--- config.mk ---
export PLATFORM = sky130hd
export DESIGN_NAME = controle_elevador
export DESIGN_NICKNAME = d
export VERILOG_FILES = /design/src/rtl/controle_elevador.sv
export SDC_FILE = /design/constraint.sdc
export NUM_CORES = 1
export LEC_CHECK = 0
export BUFFER_PORTS_ARGS = -buffer_cell sky130_fd_sc_hd__buf_4
export CORE_ASPECT_RATIO = 2
export CORE_MARGIN = 2
export CORE_UTILIZATION = 45
export CTS_BUF_LIST = sky130_fd_sc_hd__clkbuf_8
export CTS_CLUSTER_DIAMETER = 50
export DETAILED_ROUTE_END_ITERATION = 16
export PLACE_DENSITY = 0.66
export SYNTH_ARGS = -nofsm -noshare
export SYNTH_HDL_FRONTEND = slang
export SYNTH_SLANG_ARGS = --single-unit
--- constraint.sdc ---
create_clock -name clk -period 3.75 [get_ports clk]
set_input_delay 0.375 -clock clk [delete_from_list [all_inputs] [get_ports clk]]
set_output_delay 0.375 -clock clk [all_outputs]
set_load 0.02 [all_outputs]
--- src/rtl/controle_elevador.sv ---
// Four-floor elevator controller: call latching, directional sweep, door dwell, occupancy count.
// Latency: a call at the current floor opens the door on the next edge; movement starts on the next edge.
// Backpressure: none; calls are level/pulse sampled every cycle, entra/sai only counted with the door open.
module controle_elevador #(
  parameter int TRAVEL_CYCLES = 8,
  parameter int DOOR_CYCLES   = 6,
  parameter int MAX_PESSOAS   = 5
) (
  input  logic       clk,
  input  logic       rst,
  input  logic [3:0] chamada,
  input  logic       entra,
  input  logic       sai,
  output logic [1:0] andar,
  output logic [2:0] pessoas,
  output logic       porta_aberta,
  output logic       subindo,
  output logic       descendo,
  output logic       excesso,
  output logic [3:0] pendentes
);

  localparam int TMAX = (TRAVEL_CYCLES > DOOR_CYCLES) ? TRAVEL_CYCLES : DOOR_CYCLES;
  localparam int TW   = (TMAX > 2) ? $clog2(TMAX) : 1;

  typedef enum logic [1:0] {PARADO, SUBINDO, DESCENDO, PORTA} estado_t;

  estado_t       estado, prox_estado;
  logic          dir;
  logic [TW-1:0] timer;

  logic [3:0] pend_eff;
  logic [3:0] mascara_acima, mascara_abaixo;
  logic [3:0] acima, abaixo;
  logic       tem_acima, tem_abaixo;
  logic       chamada_aqui, pend_aqui;
  logic [1:0] andar_prox;
  logic       fim_viagem, fim_porta, fim_curso;
  logic [3:0] bit_andar, bit_prox;

  // Pending calls including this cycle's buttons, split into above/below the car
  always_comb begin
    pend_eff       = pendentes | chamada;
    mascara_acima  = 4'b1110 << andar;
    mascara_abaixo = ~(4'b1111 << andar);
    acima          = pend_eff & mascara_acima;
    abaixo         = pend_eff & mascara_abaixo;
    tem_acima      = |acima;
    tem_abaixo     = |abaixo;
    chamada_aqui   = chamada[andar];
    pend_aqui      = pend_eff[andar];
    andar_prox     = (estado == SUBINDO) ? andar + 2'd1 : andar - 2'd1;
    fim_viagem     = (timer == TW'(TRAVEL_CYCLES - 1));
    fim_porta      = (timer == TW'(DOOR_CYCLES - 1));
    // Arriving at an end floor with nothing there would mean nowhere left to go
    fim_curso      = ((estado == SUBINDO) && (andar_prox == 2'd3)) ||
                     ((estado == DESCENDO) && (andar_prox == 2'd0));
    bit_andar      = 4'b0001 << andar;
    bit_prox       = 4'b0001 << andar_prox;
  end

  // State register
  always_ff @(posedge clk or posedge rst) begin
    if (rst) estado <= PARADO;
    else     estado <= prox_estado;
  end

  // Next-state: directional sweep, door hold while over capacity
  always_comb begin
    prox_estado = estado;
    case (estado)
      PARADO: begin
        if (pend_aqui)                    prox_estado = PORTA;
        else if (tem_acima && tem_abaixo) prox_estado = dir ? SUBINDO : DESCENDO;
        else if (tem_acima)               prox_estado = SUBINDO;
        else if (tem_abaixo)              prox_estado = DESCENDO;
      end
      SUBINDO, DESCENDO: begin
        if (fim_viagem) begin
          if (pend_eff[andar_prox]) prox_estado = PORTA;
          else if (fim_curso)       prox_estado = PARADO;
        end
      end
      PORTA: begin
        // A call at this floor restarts the dwell and takes priority over leaving
        if (!chamada_aqui && fim_porta && !excesso) begin
          if (dir && tem_acima)        prox_estado = SUBINDO;
          else if (!dir && tem_abaixo) prox_estado = DESCENDO;
          else if (tem_acima)          prox_estado = SUBINDO;
          else if (tem_abaixo)         prox_estado = DESCENDO;
          else                         prox_estado = PARADO;
        end
      end
      default: prox_estado = PARADO;
    endcase
  end

  // Outputs decoded from state and occupancy
  always_comb begin
    subindo      = (estado == SUBINDO);
    descendo     = (estado == DESCENDO);
    porta_aberta = (estado == PORTA);
    excesso      = (pessoas > 3'(MAX_PESSOAS));
  end

  // Timer: travel per floor or door dwell; cleared on every state change
  always_ff @(posedge clk or posedge rst) begin
    if (rst) begin
      timer <= '0;
    end else if (prox_estado != estado) begin
      timer <= '0;
    end else begin
      case (estado)
        SUBINDO, DESCENDO: timer <= fim_viagem ? '0 : timer + TW'(1);
        PORTA: begin
          if (chamada_aqui)   timer <= '0;
          else if (fim_porta) timer <= timer;
          else                timer <= timer + TW'(1);
        end
        default: timer <= '0;
      endcase
    end
  end

  // Floor position and remembered sweep direction
  always_ff @(posedge clk or posedge rst) begin
    if (rst) begin
      andar <= 2'd0;
      dir   <= 1'b1;
    end else begin
      if ((estado == SUBINDO || estado == DESCENDO) && fim_viagem) andar <= andar_prox;
      if (prox_estado == SUBINDO)       dir <= 1'b1;
      else if (prox_estado == DESCENDO) dir <= 1'b0;
    end
  end

  // Call register: latch buttons, drop the floor being served
  always_ff @(posedge clk or posedge rst) begin
    if (rst) begin
      pendentes <= 4'b0000;
    end else begin
      if (estado == PARADO || estado == PORTA)
        pendentes <= pend_eff & ~bit_andar;
      else if (fim_viagem && prox_estado == PORTA)
        pendentes <= pend_eff & ~bit_prox;
      else
        pendentes <= pend_eff;
    end
  end

  // Occupancy: counted only with the door open, saturating at 0 and 7
  always_ff @(posedge clk or posedge rst) begin
    if (rst) begin
      pessoas <= 3'd0;
    end else if (estado == PORTA) begin
      if (entra && !sai && pessoas != 3'd7)      pessoas <= pessoas + 3'd1;
      else if (sai && !entra && pessoas != 3'd0) pessoas <= pessoas - 3'd1;
    end
  end

endmodule

==> results of run 1 <==
worst max-delay path by stage:
stage / endpoint / depth (start not counted) / from / slack, ps
after floorplan: pendentes[0] / 11 / estado[0] / 680
after global placement: pendentes[0] / 12 / estado[1] / 570
after detailed placement: pendentes[3] / 12 / estado[1] / 300
after CTS: pendentes[3] / 12 / estado[1] / 320
after global routing: pendentes[3] / 12 / estado[1] / 140
final: pendentes[3] / 12 / estado[1] / 420
layout make-up:
cell class | count | area, um^2 | area share
timing repair buffer | 24 | 180 | 0.111
clock buffer | 3 | 41.3 | 0.0255
tap | 30 | 37.5 | 0.0232
clock inverter | 1 | 5.00 | 0.00310
multi-input combinational | 114 | 938 | 0.580
sequential | 15 | 377 | 0.233
inverter | 10 | 37.5 | 0.0232
flip-flops by register name, summed over array words and instances, names as in the netlist:
signal / flops
pendentes: 4
dir: 1
timer: 3
andar: 2
estado: 2
pessoas: 3
logic make-up (layout without fill, tap and decap cells):
| kind of cell | count (synthesis) | after routing | synth area share |
|---|---|---|---|
| buf+inv | 13 | 38 | 0.0438 |
| flops | 15 | 15 | 0.275 |
| simple gates | 45 | 45 | 0.180 |
| mux | 7 | 7 | 0.0812 |
| xor+xnor | 5 | 5 | 0.0319 |
| fa+ha+maj | 14 | 14 | 0.133 |
| compound gates | 43 | 43 | 0.255 |
worst max-delay path, cell delays in order (launching register included):
cell      delay, ps
dfrtp_1         410
inv_1            90
ha_1            230
xnor2_1         270
ha_1            340
nor4b_1         280
a311oi_1        110
a21oi_2         350
a31oi_1         180
a21boi_1        200
ha_1            220
and3_1          210
a221oi_1        320
cells in the mapped netlist (all sizes together) (3+ instances only):
master,n
dfrtp,14
ha,13
nor2,12
inv,10
o21ai,8
nand2,7
a21oi,6
nor3,6
or2,6
a221oi,4
mux2,4
a32o,3
xnor2,3
metrics by stage:
stage | util | hold WS [ps] | worst slack [ps] | instances | total power [mW]
4_1_cts | 0.548 | 208 | 320 | 197 | 1.14
3_3_place_gp | 0.532 | 471 | 569 | 193 | 0.984
6_report | 0.549 | 183 | 417 | 197 | 1.15
3_5_place_dp | 0.532 | 477 | 298 | 193 | 1.01
2_1_floorplan | - | 276 | 676 | 142 | 0.778
5_1_grt | 0.549 | 236 | 142 | 197 | 1.25
per-layer routing:
metal | global-route usage | share of wire
met5 | 0 | 0
met4 | 0.158 | 0.055
met3 | 0.0330 | 0.051
met2 | 0.479 | 0.56
met1 | 0.231 | 0.33
where the power goes:
part	total [mW]	leakage [nW]	switching, mW	internal [mW]
sequential	0.267	0.178	0.0539	0.214
combinational	0.750	0.465	0.424	0.325
clock	0.132	0.0255	0.0585	0.0735
==> flow_summary_export.csv, run 1 <==
group,metric,value,unit
die,chipHeight,82.1,um
synthesis,synth_top_area_frac,0.255,
timing,final_hold_viol_count,0,
detailed_routing,dr_total_vias,1307,
die,start_util,0.466,
place,gp_congestion,1.00,
synthesis,syn_nets,164,
setup_path,cp_max_fo,8,
synthesis,yosysWarnings,0,
synthesis,synth_cells,142,
synthesis,avgSynthCellArea,9.66,um^2
finish,fill_cells,276,
grt,grt_pass1_vias,1361,
clock_tree,cts_buffers,3,
grt,grt_max_degree,16,
setup_path,path_class,"register to register",
detailed_routing,drc,0,
place,post_dp_cell_area,1570,um^2
timing,setup-tns-final,0,ps
synthesis,synth.ff_latch_count,15,
detailed_routing,first_pass_iters,5,
die,num_rows,28,
finish,layout.nets,190,
place,dp_hpwl,3.06,mm
detailed_routing,via_per_inst,6.63,
timing,fmax,300,MHz
die,die-area,3530,um^2
setup_path,reg2reg_slack,420,ps
setup_path,reg2reg_to,"pendentes[3]",
synthesis,ys_seq_area_frac,0.275,
die,core,2940,um^2
finish,diodes,0,
timing,slew_headroom,0.620,
synthesis,ys_async_sr_fraction,1.00,
clock_tree,clk_path_buf_depth,2,
timing,finClkSkew,3.14,ps
timing,worst_pin_slew,569,ps
setup_path,cp.arrival,3470,ps
detailed_routing,routed_wl,3.82,mm
outcome,outcome,"complete, no violations",
clock_tree,clockRootBuffer,"clkbuf_8",
detailed_routing,routedWlPerCell,19.4,um
timing,min_period_over_period,0.889,
clock_tree,clock_latency,250,ps
setup_path,startpoint_type,"register",
clock_tree,postCtsSetupBuffers,0,
setup_path,r2r_cells,12,
timing,period_minus_slack,3330,ps
clock_tree,cts.sinks,15,
die,dieWidth,43.0,um
place,portBuffers,20,
die,io_pins,21,
run,maxCapViolCount,0,
worst_hold_path,min_path_type,"primary input to async pin",
finish,final_common_cell,"buf_4",
power_and_ir_drop,p_leak,0.669,nW
clock_tree,ctsHoldBuffers,0,
grt,overflow,0,
finish,final_cell_mix,"buf_4, dfrtp_1, ha_1",
setup_path,required,3890,ps
detailed_routing,ant_nets,0,
setup_path,r2r_start,"estado[1]",
power_and_ir_drop,powerDensity,711,nW/um^2
clock_tree,cts.clk_slew.worst_paths,60,ps
timing,maxSlewViolCount,0,
grt,grtUsageTotal,0.247,
power_and_ir_drop,peakVddDrop,0.399,mV
synthesis,synthTopCellsByArea,"dfrtp_1, ha_1, nor2_1, a221oi_1, o21ai_0",
synthesis,synth_top_area_cell,"dfrtp_1",
clock_tree,cts_tree,"built",
synthesis,syn-cell-area,1370,um^2
synthesis,synth_ff_type,"dfrtp_1",
grt,grt_pass1_wl,6.57,mm
clock_tree,cts-htree-levels,1,
timing,rsz0062_at_grt,"false",
finish,drive_gt1_frac,0.269,
detailed_routing,drt_iter0_drc,52,
synthesis,synth.distinct_cells,56,
grt,antenna_found_initial,0,
timing,setup_viol,0,
clock_tree,cts_resized,0,
setup_path,endpoint_kind,"register",
finish,area_growth_syn_to_layout,17.9,%
finish,fin_area,1620,um^2
synthesis,synth_edf_count,0,
(Power assumes the default switching activity.)
==> inputs of run 2 (changes only) <==
Clock period 3.75 ns to 3.89 ns, I/O delays scaled along.
==> run 2 against run 1 <==
Critical endpoint is now pendentes[0]. Sequential power about the same. Highest routed layer unchanged. Routed wire length decreased by 4.8%. Power decreased by 5.4%. Fmax decreased by 3.7%. First-iteration DRC count decreased by 67%.
==> flow_summary_export.csv, run 2 (synthesized netlist as in run 1, its figures left out) <==
group,metric,value,unit
place,gp_congestion,0.979,
setup_path,cpMaxStageDelayCell,"a21oi_1",
setup_path,r2r_cells,11,
timing,period_minus_slack,3460,ps
place,portBuffers,20,
timing,maxSlewViolCount,0,
finish,area_growth_syn_to_layout,16.7,%
detailed_routing,via_per_inst,6.40,
run,maxCapViolCount,0,
setup_path,endpoint_kind,"register",
clock_tree,cts_tree,"built",
finish,fill_cells,294,
setup_path,reg2reg_slack,430,ps
detailed_routing,drc,0,
clock_tree,postCtsSetupBuffers,0,
setup_path,required,4050,ps
finish,top_regs,"pendentes (4), pessoas (3), timer (3)",
detailed_routing,ant_nets,0,
setup_path,cpMostUsedCell,"ha_1",
worst_hold_path,min_path_type,"primary input to async pin",
detailed_routing,first_pass_iters,4,
clock_tree,ctsHoldBuffers,0,
clock_tree,cts_resized,0,
setup_path,path_class,"register to register",
power_and_ir_drop,p_leak,0.655,nW
die,num_rows,28,
place,dp_hpwl,2.89,mm
clock_tree,cts.sinks,15,
setup_path,slowest_delay,510,ps
finish,final_core_util,0.544,
clock_tree,cts-htree-levels,1,
place,place_inst,191,
setup_path,r2r_start,"estado[0]",
timing,finClkSkew,2.50,ps
die,start_util,0.466,
setup_path,crit_family,"compound AO/OA/AOI/OAI gates",
grt,grt_pass1_vias,1270,
grt,antenna_found_initial,0,
timing,slew_headroom,0.605,
die,io_pins,21,
grt,grt_max_degree,16,
die,dieWidth,43.0,um
power_and_ir_drop,powerDensity,679,nW/um^2
clock_tree,clock_latency,260,ps
detailed_routing,routedWlPerCell,18.7,um
finish,final_common_cell,"buf_4",
clock_tree,clockRootBuffer,"clkbuf_8",
die,core,2940,um^2
timing,rsz0062_at_grt,"false",
setup_path,path_cells,"ha_1 -> xnor2_1 -> ha_1 -> nor4b_1 -> a311oi_1 -> a21oi_1 -> a31oi_1 -> a21boi_1 -> ha_1 -> and3_1 -> a221oi_1",
timing,hold-worst-slack,193,ps
timing,setup-tns-final,0,ps
outcome,outcome,"complete, no violations",
clock_tree,clk_path_buf_depth,2,
finish,diodes,0,
timing,min_period_over_period,0.890,
detailed_routing,drt_iter0_drc,17,
power_and_ir_drop,peakVddDrop,0.397,mV
timing,worst_pin_slew,592,ps
setup_path,startpoint_type,"register",
die,die-area,3530,um^2
grt,grt_pass1_wl,5.78,mm
setup_path,critPathBufInv,0,
finish,drive_gt1_frac,0.255,
detailed_routing,dr_total_vias,1248,
finish,regMostFlops,"pendentes",
finish,layout.nets,188,
timing,setup_viol,0,
clock_tree,cts_buffers,3,
setup_path,cp_max_fo,9,
grt,grtUsageTotal,0.225,
setup_path,cp.arrival,3620,ps
grt,overflow,0,
timing,fmax,289,MHz
setup_path,reg2reg_to,"pendentes[0]",
finish,final_cell_mix,"buf_4, dfrtp_1, ha_1",
setup_path,path_depth,11,
clock_tree,cts.clk_slew.worst_paths,70,ps
finish,finalNonFillerCells,195,
detailed_routing,routed_wl,3.64,mm
die,chipHeight,82.1,um
finish,largest_register_ff_count,4,
timing,final_hold_viol_count,0,
==> run 2: worst reg2reg max path: cells and delay by family (launching register included) <==
kind	cells	cell delay, ps
fa+ha+maj	3	830
simple gates	2	510
compound gates	5	1310
xor+xnor	1	240
flops	1	480
==> run 2: worst max path at each step <==
| stage | start | endpoint |
|---|---|---|
| after floorplan | estado[0] | pendentes[0] |
| after global placement | estado[0] | pendentes[0] |
| after detailed placement | estado[0] | pendentes[1] |
| after CTS | estado[0] | pendentes[0] |
| after global routing | estado[1] | pendentes[0] |
| final | estado[0] | pendentes[0] |
==> run 2: area by class of cell <==
cell class              instances  area [um^2]  area share
clock buffers                   3         41.3      0.0258
clock inverters                 1         7.51     0.00469
inverters                      10         37.5      0.0235
multi-input cells             114          935       0.584
flip-flops and latches         15          377       0.235
well taps                      30         37.5      0.0235
repair buffers                 22          165       0.103
==> run 2: metrics by stage <==
step                      cell area [um^2]  power [mW]  setup WS (ps)
after CTS                             1600        1.09            471
after global routing                  1600        1.16            218
after detailed placement              1550       0.947            470
after floorplan                       1370       0.750            816
after global placement                1550       0.922            623
final                                 1600        1.09            427
==> run 2: power breakdown <==
| part | leakage, nW | switching, mW | internal [mW] |
|---|---|---|---|
| combinational | 0.455 | 0.387 | 0.297 |
| clock | 0.0217 | 0.0652 | 0.0722 |
| sequential | 0.178 | 0.0608 | 0.206 |
==> run 2: per-layer routing <==
layer	track usage	vias up	part of all wire	wire, um
met5	0	-	0	0
met4	0.145	0	0.041	149
met3	0.0286	12	0.034	123
met2	0.453	39	0.56	2050
met1	0.196	619	0.36	1310
li1	-	578	-	-
